<file path="src/rtl/arr_out_drain.sv">
// arr_out_drain
//   Collects result rows leaving the bottom edge of the systolic array.
//   Each column is delayed so that all columns of a row line up. The aligned
//   row is requantized (shift, round half up, saturate) and pushed into a row
//   FIFO. The FIFO is drained one word at a time, column 0 first.
//
// State table
//   state  | meaning
//   IDLE   | waiting for start; candidate rows are discarded
//   RUN    | rows are buffered and streamed; busy=1
//   DONE   | one-cycle done pulse; buffered extra rows are flushed on entry
//
// Ports
//   clk, rst            clock, synchronous active-high reset
//   start               one-cycle pulse; latches total_rows and shamt
//   total_rows, shamt   row count before done, requantization right shift
//   col_valid, col_dat  skewed per-column results from the array
//   out_valid/ready     word stream handshake; out_dat, out_last with it
//   almost_full         FIFO occupancy >= ROWBUF-1
//   overflow, skew_err  sticky error flags, cleared by start
//   busy, done          RUN indicator, one-cycle completion pulse
module arr_out_drain #(
    parameter int COLS    = 16,
    parameter int ACCLEN  = 16,
    parameter int WORDLEN = 8,
    parameter int ROWBUF  = 4
) (
    input  logic                     clk,
    input  logic                     rst,
    input  logic                     start,
    input  logic [15:0]              total_rows,
    input  logic [3:0]               shamt,
    input  logic [COLS-1:0]          col_valid,
    input  logic [COLS*ACCLEN-1:0]   col_dat,
    output logic                     out_valid,
    input  logic                     out_ready,
    output logic [WORDLEN-1:0]       out_dat,
    output logic                     out_last,
    output logic                     almost_full,
    output logic                     overflow,
    output logic                     skew_err,
    output logic                     busy,
    output logic                     done
);

    localparam int WIW = (COLS > 1) ? $clog2(COLS) : 1;
    localparam int PW  = (ROWBUF > 1) ? $clog2(ROWBUF) : 1;
    localparam int CW  = $clog2(ROWBUF + 1);

    localparam logic signed [ACCLEN:0] SAT_HI = (ACCLEN+1)'(2**(WORDLEN-1) - 1);
    localparam logic signed [ACCLEN:0] SAT_LO = (ACCLEN+1)'(-(2**(WORDLEN-1)));

    typedef enum logic [1:0] {S_IDLE, S_RUN, S_DONE} state_t;

    state_t              state_q, state_d;
    logic [15:0]         tot_q;
    logic [15:0]         row_cnt_q;
    logic [3:0]          sh_q;

    logic [COLS-1:0]     al_v;
    logic [ACCLEN-1:0]   al_d [COLS];

    logic                cmt_v_q;
    logic [WORDLEN-1:0]  cmt_row_q [COLS];

    logic [WORDLEN-1:0]  mem [ROWBUF][COLS];
    logic [PW-1:0]       wr_ptr, rd_ptr;
    logic [CW-1:0]       count;
    logic [WIW-1:0]      wi;

    logic                run;
    logic                full;
    logic                push_req;
    logic                push;
    logic                hs;
    logic                pop;
    logic                flush;

    // Deskew: column c waits COLS-1-c cycles so it lines up with column COLS-1.
    for (genvar c = 0; c < COLS; c++) begin : g_col
        localparam int D = COLS - 1 - c;
        if (D == 0) begin : g_raw
            assign al_v[c] = col_valid[c];
            assign al_d[c] = col_dat[c*ACCLEN +: ACCLEN];
        end else begin : g_dly
            logic [D-1:0]      v_sr;
            logic [ACCLEN-1:0] d_sr [D];
            always_ff @(posedge clk) begin
                if (rst) v_sr <= '0;
                else     v_sr <= (v_sr << 1) | D'(col_valid[c]);
            end
            always_ff @(posedge clk) begin
                d_sr[0] <= col_dat[c*ACCLEN +: ACCLEN];
                for (int k = 1; k < D; k++) d_sr[k] <= d_sr[k-1];
            end
            assign al_v[c] = v_sr[D-1];
            assign al_d[c] = d_sr[D-1];
        end
    end

    // One extra bit of headroom keeps the rounding add from wrapping.
    function automatic logic [WORDLEN-1:0] requant(input logic [ACCLEN-1:0] acc,
                                                  input logic [3:0] sh);
        logic signed [ACCLEN:0] rnd;
        logic signed [ACCLEN:0] sum;
        logic signed [ACCLEN:0] shf;
        rnd = '0;
        if (sh != 4'd0) rnd = (ACCLEN+1)'(1) << (sh - 4'd1);
        sum = $signed({acc[ACCLEN-1], acc}) + rnd;
        shf = sum >>> sh;
        if (shf > SAT_HI)      shf = SAT_HI;
        else if (shf < SAT_LO) shf = SAT_LO;
        return shf[WORDLEN-1:0];
    endfunction

    assign run      = (state_q == S_RUN);
    assign push_req = cmt_v_q && run;
    assign full     = (count == CW'(ROWBUF));
    assign push     = push_req && !full;
    assign hs       = out_valid && out_ready;
    assign pop      = hs && (wi == WIW'(COLS-1));
    assign flush    = (state_d == S_DONE);

    always_ff @(posedge clk) begin
        if (rst) cmt_v_q <= 1'b0;
        else     cmt_v_q <= run && (&al_v);
    end

    always_ff @(posedge clk) begin
        for (int c = 0; c < COLS; c++) cmt_row_q[c] <= requant(al_d[c], sh_q);
    end

    always_ff @(posedge clk) begin
        if (push) begin
            for (int c = 0; c < COLS; c++) mem[wr_ptr][c] <= cmt_row_q[c];
        end
    end

    // The full check sees pre-edge occupancy, so a same-cycle pop never makes room.
    always_ff @(posedge clk) begin
        if (rst || flush) begin
            wr_ptr <= '0;
            rd_ptr <= '0;
            count  <= '0;
            wi     <= '0;
        end else begin
            if (push) wr_ptr <= wr_ptr + PW'(1);
            if (pop)  rd_ptr <= rd_ptr + PW'(1);
            count <= count + CW'(push) - CW'(pop);
            if (hs) wi <= pop ? '0 : wi + WIW'(1);
        end
    end

    always_ff @(posedge clk) begin
        if (rst) begin
            tot_q     <= '0;
            sh_q      <= '0;
            row_cnt_q <= '0;
            overflow  <= 1'b0;
            skew_err  <= 1'b0;
        end else if (state_q == S_IDLE && start) begin
            tot_q     <= total_rows;
            sh_q      <= shamt;
            row_cnt_q <= '0;
            overflow  <= 1'b0;
            skew_err  <= 1'b0;
        end else begin
            if (push_req && full)               overflow  <= 1'b1;
            if (run && (|al_v) && !(&al_v))     skew_err  <= 1'b1;
            if (pop)                            row_cnt_q <= row_cnt_q + 16'd1;
        end
    end

    always_ff @(posedge clk) begin
        if (rst) state_q <= S_IDLE;
        else     state_q <= state_d;
    end

    always_comb begin
        state_d = state_q;
        case (state_q)
            S_IDLE: begin
                if (start) state_d = (total_rows == 16'd0) ? S_DONE : S_RUN;
            end
            S_RUN: begin
                if (pop && row_cnt_q == tot_q - 16'd1) state_d = S_DONE;
            end
            S_DONE:  state_d = S_IDLE;
            default: state_d = S_IDLE;
        endcase
    end

    // Word outputs are gated so that stale FIFO contents never show after reset.
    always_comb begin
        out_valid   = 1'b0;
        out_dat     = '0;
        out_last    = 1'b0;
        almost_full = 1'b0;
        busy        = 1'b0;
        done        = 1'b0;
        out_valid   = (count != '0);
        if (out_valid) begin
            out_dat  = mem[rd_ptr][wi];
            out_last = (wi == WIW'(COLS-1));
        end
        almost_full = (count >= CW'(ROWBUF-1));
        busy        = run;
        done        = (state_q == S_DONE);
    end

endmodule

</file>
<file path="config.mk">
export PLATFORM = sky130hd
export DESIGN_NAME = arr_out_drain
export DESIGN_NICKNAME = d
export VERILOG_FILES = /design/src/rtl/arr_out_drain.sv
export SDC_FILE = /design/constraint.sdc
export NUM_CORES = 2
export LEC_CHECK = 0
export CORE_UTILIZATION = 40
export CTS_CLUSTER_SIZE = 8
export DETAILED_ROUTE_END_ITERATION = 16
export GPL_TIMING_DRIVEN = 0
export PLACE_DENSITY = 0.53
export SKIP_CTS_REPAIR_TIMING = 1
export SLEW_MARGIN = 20
export SYNTH_ARGS = -nofsm -noshare
export SYNTH_HDL_FRONTEND = slang
export SYNTH_SLANG_ARGS = --single-unit
</file>
<file path="constraint.sdc">
create_clock -name clk -period 21.6 [get_ports clk]
set_clock_uncertainty 0.15 [all_clocks]
set_input_delay 3.24 -clock clk [delete_from_list [all_inputs] [get_ports clk]]
set_output_delay 3.24 -clock clk [all_outputs]
set_load 0.05 [all_outputs]
</file>
# Yosys cells after proc, flatten, opt, wreduce, memory -nomap -nowiden
# Memory sizes are Yosys's and may differ from the RTL's. A register that Yosys moved wholly into a read port is not among the register bits.
# Index checks and enable logic that the tools add are counted.
word_totals:
  ramBits: 2560
  ff_bits: 172
  mem_count: 17
  inputBits: 296
  out_inout_bits: 15
classes:
  add_sub_neg: 24
  n_reduce_logical: 20
  n_bitwise: 15
  muxes: 47
  n_lt_le_gt_ge: 34
  shifts: 17
  eq_ne: 6
mem_list:
  columns: ["memory", "depth", "width", "rd", "rd_clocked_by_memory_dff", "write_ports", "line", "source"]
  rows:
  - ["mem", 4, 128, 1, 1, 1, "66", "logic [WORDLEN-1:0] mem [ROWBUF][COLS];"]
  - ["g_col[0].g_dly.d_sr", 15, 16, 15, 0, 15, "87", "logic [ACCLEN-1:0] d_sr [D];"]
  - ["g_col[1].g_dly.d_sr", 14, 16, 14, 0, 14, "87", null]
  - ["g_col[2].g_dly.d_sr", 13, 16, 13, 0, 13, "87", null]
  - ["g_col[3].g_dly.d_sr", 12, 16, 12, 0, 12, "87", null]
  - ["g_col[4].g_dly.d_sr", 11, 16, 11, 0, 11, "87", null]
  - ["+11 memories", null, null, null, null, null, null, null]
op_table:
  columns: ["op", "n"]
  rows:
  - ["8-bit 2-to-1 mux", 35]
  - ["16-bit by 17-bit adder with 17-bit output", 16]
  - ["17-bit by 8-bit > comparator with 1-bit output, second input constant", 16]
  - ["17-bit by 8-bit less-than comparator with 1-bit output, second input constant", 16]
  - ["17-bit by 4-bit >>> shifter with 17-bit output", 16]
  - ["8-bit binary-select mux with 4-bit select", 1]
  - ["17-bit 2-to-1 mux", 1]
  - ["1-bit by 4-bit << shifter with 17-bit output, first input constant", 1]
  - ["16-bit by 1-bit adder with 16-bit output, second input constant", 1]
  - ["16-bit equality test", 1]
  - ["16-bit logical NOT", 1]
  - ["16-bit AND reduction", 1]
  - ["16-bit OR reduction", 1]
  - ["16-bit by 1-bit subtractor with 16-bit output, second input constant", 1]
  - ["15-bit by 1-bit bitwise OR with 15-bit output", 1]
  - ["14-bit by 1-bit bitwise OR with 14-bit output", 1]
  - ["13-bit by 1-bit bitwise OR with 13-bit output", 1]
  - ["12-bit by 1-bit bitwise OR with 12-bit output", 1]
  - ["11-bit by 1-bit bitwise OR with 11-bit output", 1]
  - ["1-bit logical AND", 10]
  - ["2-bit 2-to-1 mux", 5]
  - ["10-bit by 1-bit bitwise OR with 10-bit output", 1]
  - ["9-bit by 1-bit bitwise OR with 9-bit output", 1]
  - ["8-bit by 1-bit bitwise OR with 8-bit output", 1]
  - ["other kinds (27)", 32]

# Logic depth before layout (Yosys ltp)
logic_depth:
  word_depth: 9
  depth_mapped: 29

# Worst setup path after synthesis
# Ideal clock, no wire load.
synth_path:
  kind: "register to register"
  start: "register sh_q[0]"
  end: "memory cmt_row_q[14][1], in the netlist cmt_row_q[1][49]"
  setup_ns: 0.115
  path_buffers: 12
  stages_incl_launch_ff: 28
  slack_ns: 14.538
  required_time_ns: 21.335
  synth_period_minus_slack_ns: 7.062
  arrival_time_ns: 6.797
  path_cell_list: "dfxtp_1 > buf_6 > buf_2 > buf_2 > buf_4 > buf_2 > buf_2 > buf_2 > buf_2 > buf_1 > clkbuf_1 > clkbuf_1 > clkbuf_1 > nand2_1 > nor2_1 > ha_1 > a21o_1 > a21o_1 > a21o_1 > a221oi_1 > o221ai_1 > a311oi_2 > mux2_2 > nor2_1 > a221o_1 > nor4b_1 > a31oi_1 > o21a_1"
synth_lines:
  columns: ["element", "line", "source"]
  rows:
  - ["from (decl)", "58", "logic [3:0] sh_q;"]
  - ["from (signal assigned)", "163", "sh_q <= shamt;"]
  - ["to (decl)", "64", "logic [WORDLEN-1:0] cmt_row_q [COLS];"]

==> flow_summary.toml <==
[cts]
clock_tree.root_cell = "clkbuf_16"
clock_latency_ns = 1.01
tritoncts = "built"
cts_buffer_depth = 4
htree_levels = 5
clkTransAtPathRegs_ns = 0.05
cts_buffers = 393
cts.sinks = 2734

[global_routing]
grt_usage = 0.360
grt_max_degree = 45
globalRouteOverflowTotal = 0
grt_pass1_vias = 69000
antenna_found_initial = 70
grt_pass1_wl_microns = 596000

[worst_setup_path]
worstSetupEndpointType = "flip-flop"
path_class = "reg -> reg"
arrival_ns = 14.37
start_kind = "flip-flop"
cp_data_required_time_ns = 22.21
crit_fanout = 12

[die]
ios = 311
rows = 180
die_h_microns = 496
die_w_microns = 496
start_util = 0.404
die-area_sq_mm = 0.246
core_area_sq_mm = 0.241

[pwr]
pwr-share-comb = 0.114
p_seq_frac = 0.459
peakVddDrop_uv = 89.5
p_per_area_mw_per_mm2 = 104
pwr-share-clk = 0.426
switching_share = 0.253
internal-power_mw = 9.11
switchingPower_mw = 3.09
p_leak_nw = 45.1

[detailed_routing]
viasPerCell = 6.00
drt_pass1_iterations = 6
drt-wirelength-per-cell_microns = 37.0
first_iter_violations = 9786
postRouteAntennaNets = 0
finalWirelength_microns = 452000
drc = 0
vias = 73300

[sta]
fin_crit_ns = 13.76
max_freq_mhz = 72.7
final.setup.worst_slack_ns = 7.84
max-slew-margin-rel = 0.106
rsz0062_at_grt = "false"
finalSetupViolations = 0
slew_violations = 0
min_period_over_period = 0.637
finalSetupTns_ns = 0
worst_pin_slew_ns = 1.34
hold_violations = 0

[yosys]
yosys.area.top_type_share = 0.456
synth_seq_cells = 2734
synth_area_leaders = "dfxtp_1 (46%), edfxtp_1 (16%), mux4_2 (4.9%)"
async_reset_ff_frac = 0
ys_seq_area_frac = 0.614
synth.cell_area_sq_mm = 0.0975
synth_area_per_cell_sq_um = 12.0
yosysTopAreaCell = "dfxtp_1"
synth_cell_types = 127
syn_inst = 8117
synthFlopType = "dfxtp_1"
synth_edf_count = 512
yosysWarnings = 0

[placement]
dp_worst_setup_slack_ns = 8.66
port-buffer-count = 306
dpl_cell_area_sq_mm = 0.107
place.gp.congestion = 1.09
dp_hpwl_microns = 348000

[cells_and_area]
fillCellCount = 21300
drive_above_1_share = 0.131
fin_util = 0.485
fin_nets = 9399
seq_area_sq_mm = 0.0599
multiInputGateArea_sq_mm = 0.0357
area_growth_pct = 20.1
design_area_sq_mm = 0.117

[run_status]
status = "finished, final reports clean"

[job]
cap_violations = 0

[hold_path]
hold_path.class = "reg -> reg"
## synthesized netlist by cell type (122+ instances only)
| cell | n |
|---|---|
| a211oi_1 | 123 |
| nor2_1 | 488 |
| clkbuf_1 | 301 |
| a21o_1 | 122 |
| o21ai_0 | 385 |
| nand2_1 | 504 |
| edfxtp_1 | 512 |
| mux2i_1 | 147 |
| ha_1 | 186 |
| xnor2_1 | 240 |
| dfxtp_1 | 2222 |
| nor2b_1 | 156 |
| a21oi_1 | 471 |
| mux4_2 | 210 |
## sequential cells by signal, indices dropped and copies added (netlist names), named ones only
name              count
g_col.g_dly.d_sr   1920
mem                 512
cmt_row_q           128
g_col.g_dly.v_sr    120
row_cnt_q            16
tot_q                16
sh_q                  4
wi                    4
count                 3
rd_ptr                2
state_q               2
wr_ptr                2
cmt_v_q               1
overflow              1
skew_err              1
## worst paths after layout
check                                    startpoint                                 to  slack [ns]  cells past startpoint
setup / recovery               sh_q[0]$_SDFFE_PP0P_        cmt_row_q[1][30]$_SDFF_PN1_        7.84                     27
hold / removal    g_col[5].g_dly.d_sr[8][2]$_DFF_P_  g_col[5].g_dly.d_sr[9][2]$_DFF_P_        0.05                      0
setup reg to reg               sh_q[0]$_SDFFE_PP0P_        cmt_row_q[1][30]$_SDFF_PN1_        7.84                     27
hold reg to reg   g_col[5].g_dly.d_sr[8][2]$_DFF_P_  g_col[5].g_dly.d_sr[9][2]$_DFF_P_        0.05                      0
## cell usage in the layout, fill, tap and decap left out, drive strengths merged, types with 210 or more instances in the layout
cell	n
dfxtp	2222
edfxtp	512
a21oi	473
o21ai	403
xnor2	243
nand2	504
mux4	210
nor2	489
clkbuf	777
buf	220
clkdlybuf4s50	306
## stage by stage
step / hold WS [ns] / std cells / total power [mW]
final: 0.0501 / 12200 / 12.2
after detailed placement: 0.162 / 11700 / 6.99
after global routing: 0.0467 / 12200 / 12.6
after floorplan: 0.160 / 8132 / 6.24
after global placement: 0.159 / 11600 / 6.96
after CTS: 0.0364 / 12200 / 12.2
## power by group through the flow
stage	logic [mW]	registers [mW]	clock network [mW]
final	1.40	5.60	5.20
after global routing	1.38	5.62	5.55
after CTS	1.31	5.60	5.33
after detailed placement	1.30	5.69	0
after global placement	1.28	5.68	0
after floorplan	0.608	5.63	0
## logic make-up (layout without fill, tap and decap cells)
logic type | Yosys count | in the layout | share of synthesized area
compound gates | 1991 | 1991 | 0.140
xor+xnor | 340 | 340 | 0.0311
fa+ha+maj | 199 | 199 | 0.0253
buf+inv | 556 | 1433 | 0.0230
flops | 2734 | 2734 | 0.614
mux | 426 | 426 | 0.0716
other cells | 1 | 42 | 0.0000385
simple gates | 1870 | 1870 | 0.0954
## per-layer routing
metal	track usage	vias up	routed length, microns
met5	0	-	152
met4	0.222	24	30600
met3	0.0917	1015	42600
met2	0.521	4422	189000
met1	0.482	36600	190000
li1	-	31300	-
## critical path, cell delays in order (launching register included)
cell and delay [ns]:
dfxtp_1 0.65, buf_6 0.25, buf_2 0.34, buf_2 0.47, buf_4 0.43, buf_2 0.63
buf_2 0.68, buf_2 0.61, buf_2 0.65, buf_2 0.61, clkbuf_2 0.66, clkbuf_1 0.65
clkbuf_2 0.63, nand2_1 0.27, nor2_4 0.47, buf_12 0.24, ha_1 0.27, clkbuf_1 0.22
nor2b_1 0.22, o21ai_0 0.21, o211ai_1 0.13, o21ai_1 0.84, nand2_1 0.47, a221oi_1 1.10
o2111ai_1 0.30, o31ai_1 0.50, nor2_1 0.16, o31ai_1 0.53
## final cells by class
class                   count  area share
inverters                 115     0.00369
clock buffers             473      0.0870
flip-flops and latches   2734       0.511
multi-input cells        4842       0.305
plain buffers             441      0.0171
clock inverters            15     0.00202
well taps                3185      0.0340
diodes                     26    0.000556
repair buffers            389      0.0395
No activity file was read; power rests on OpenSTA's default activity.
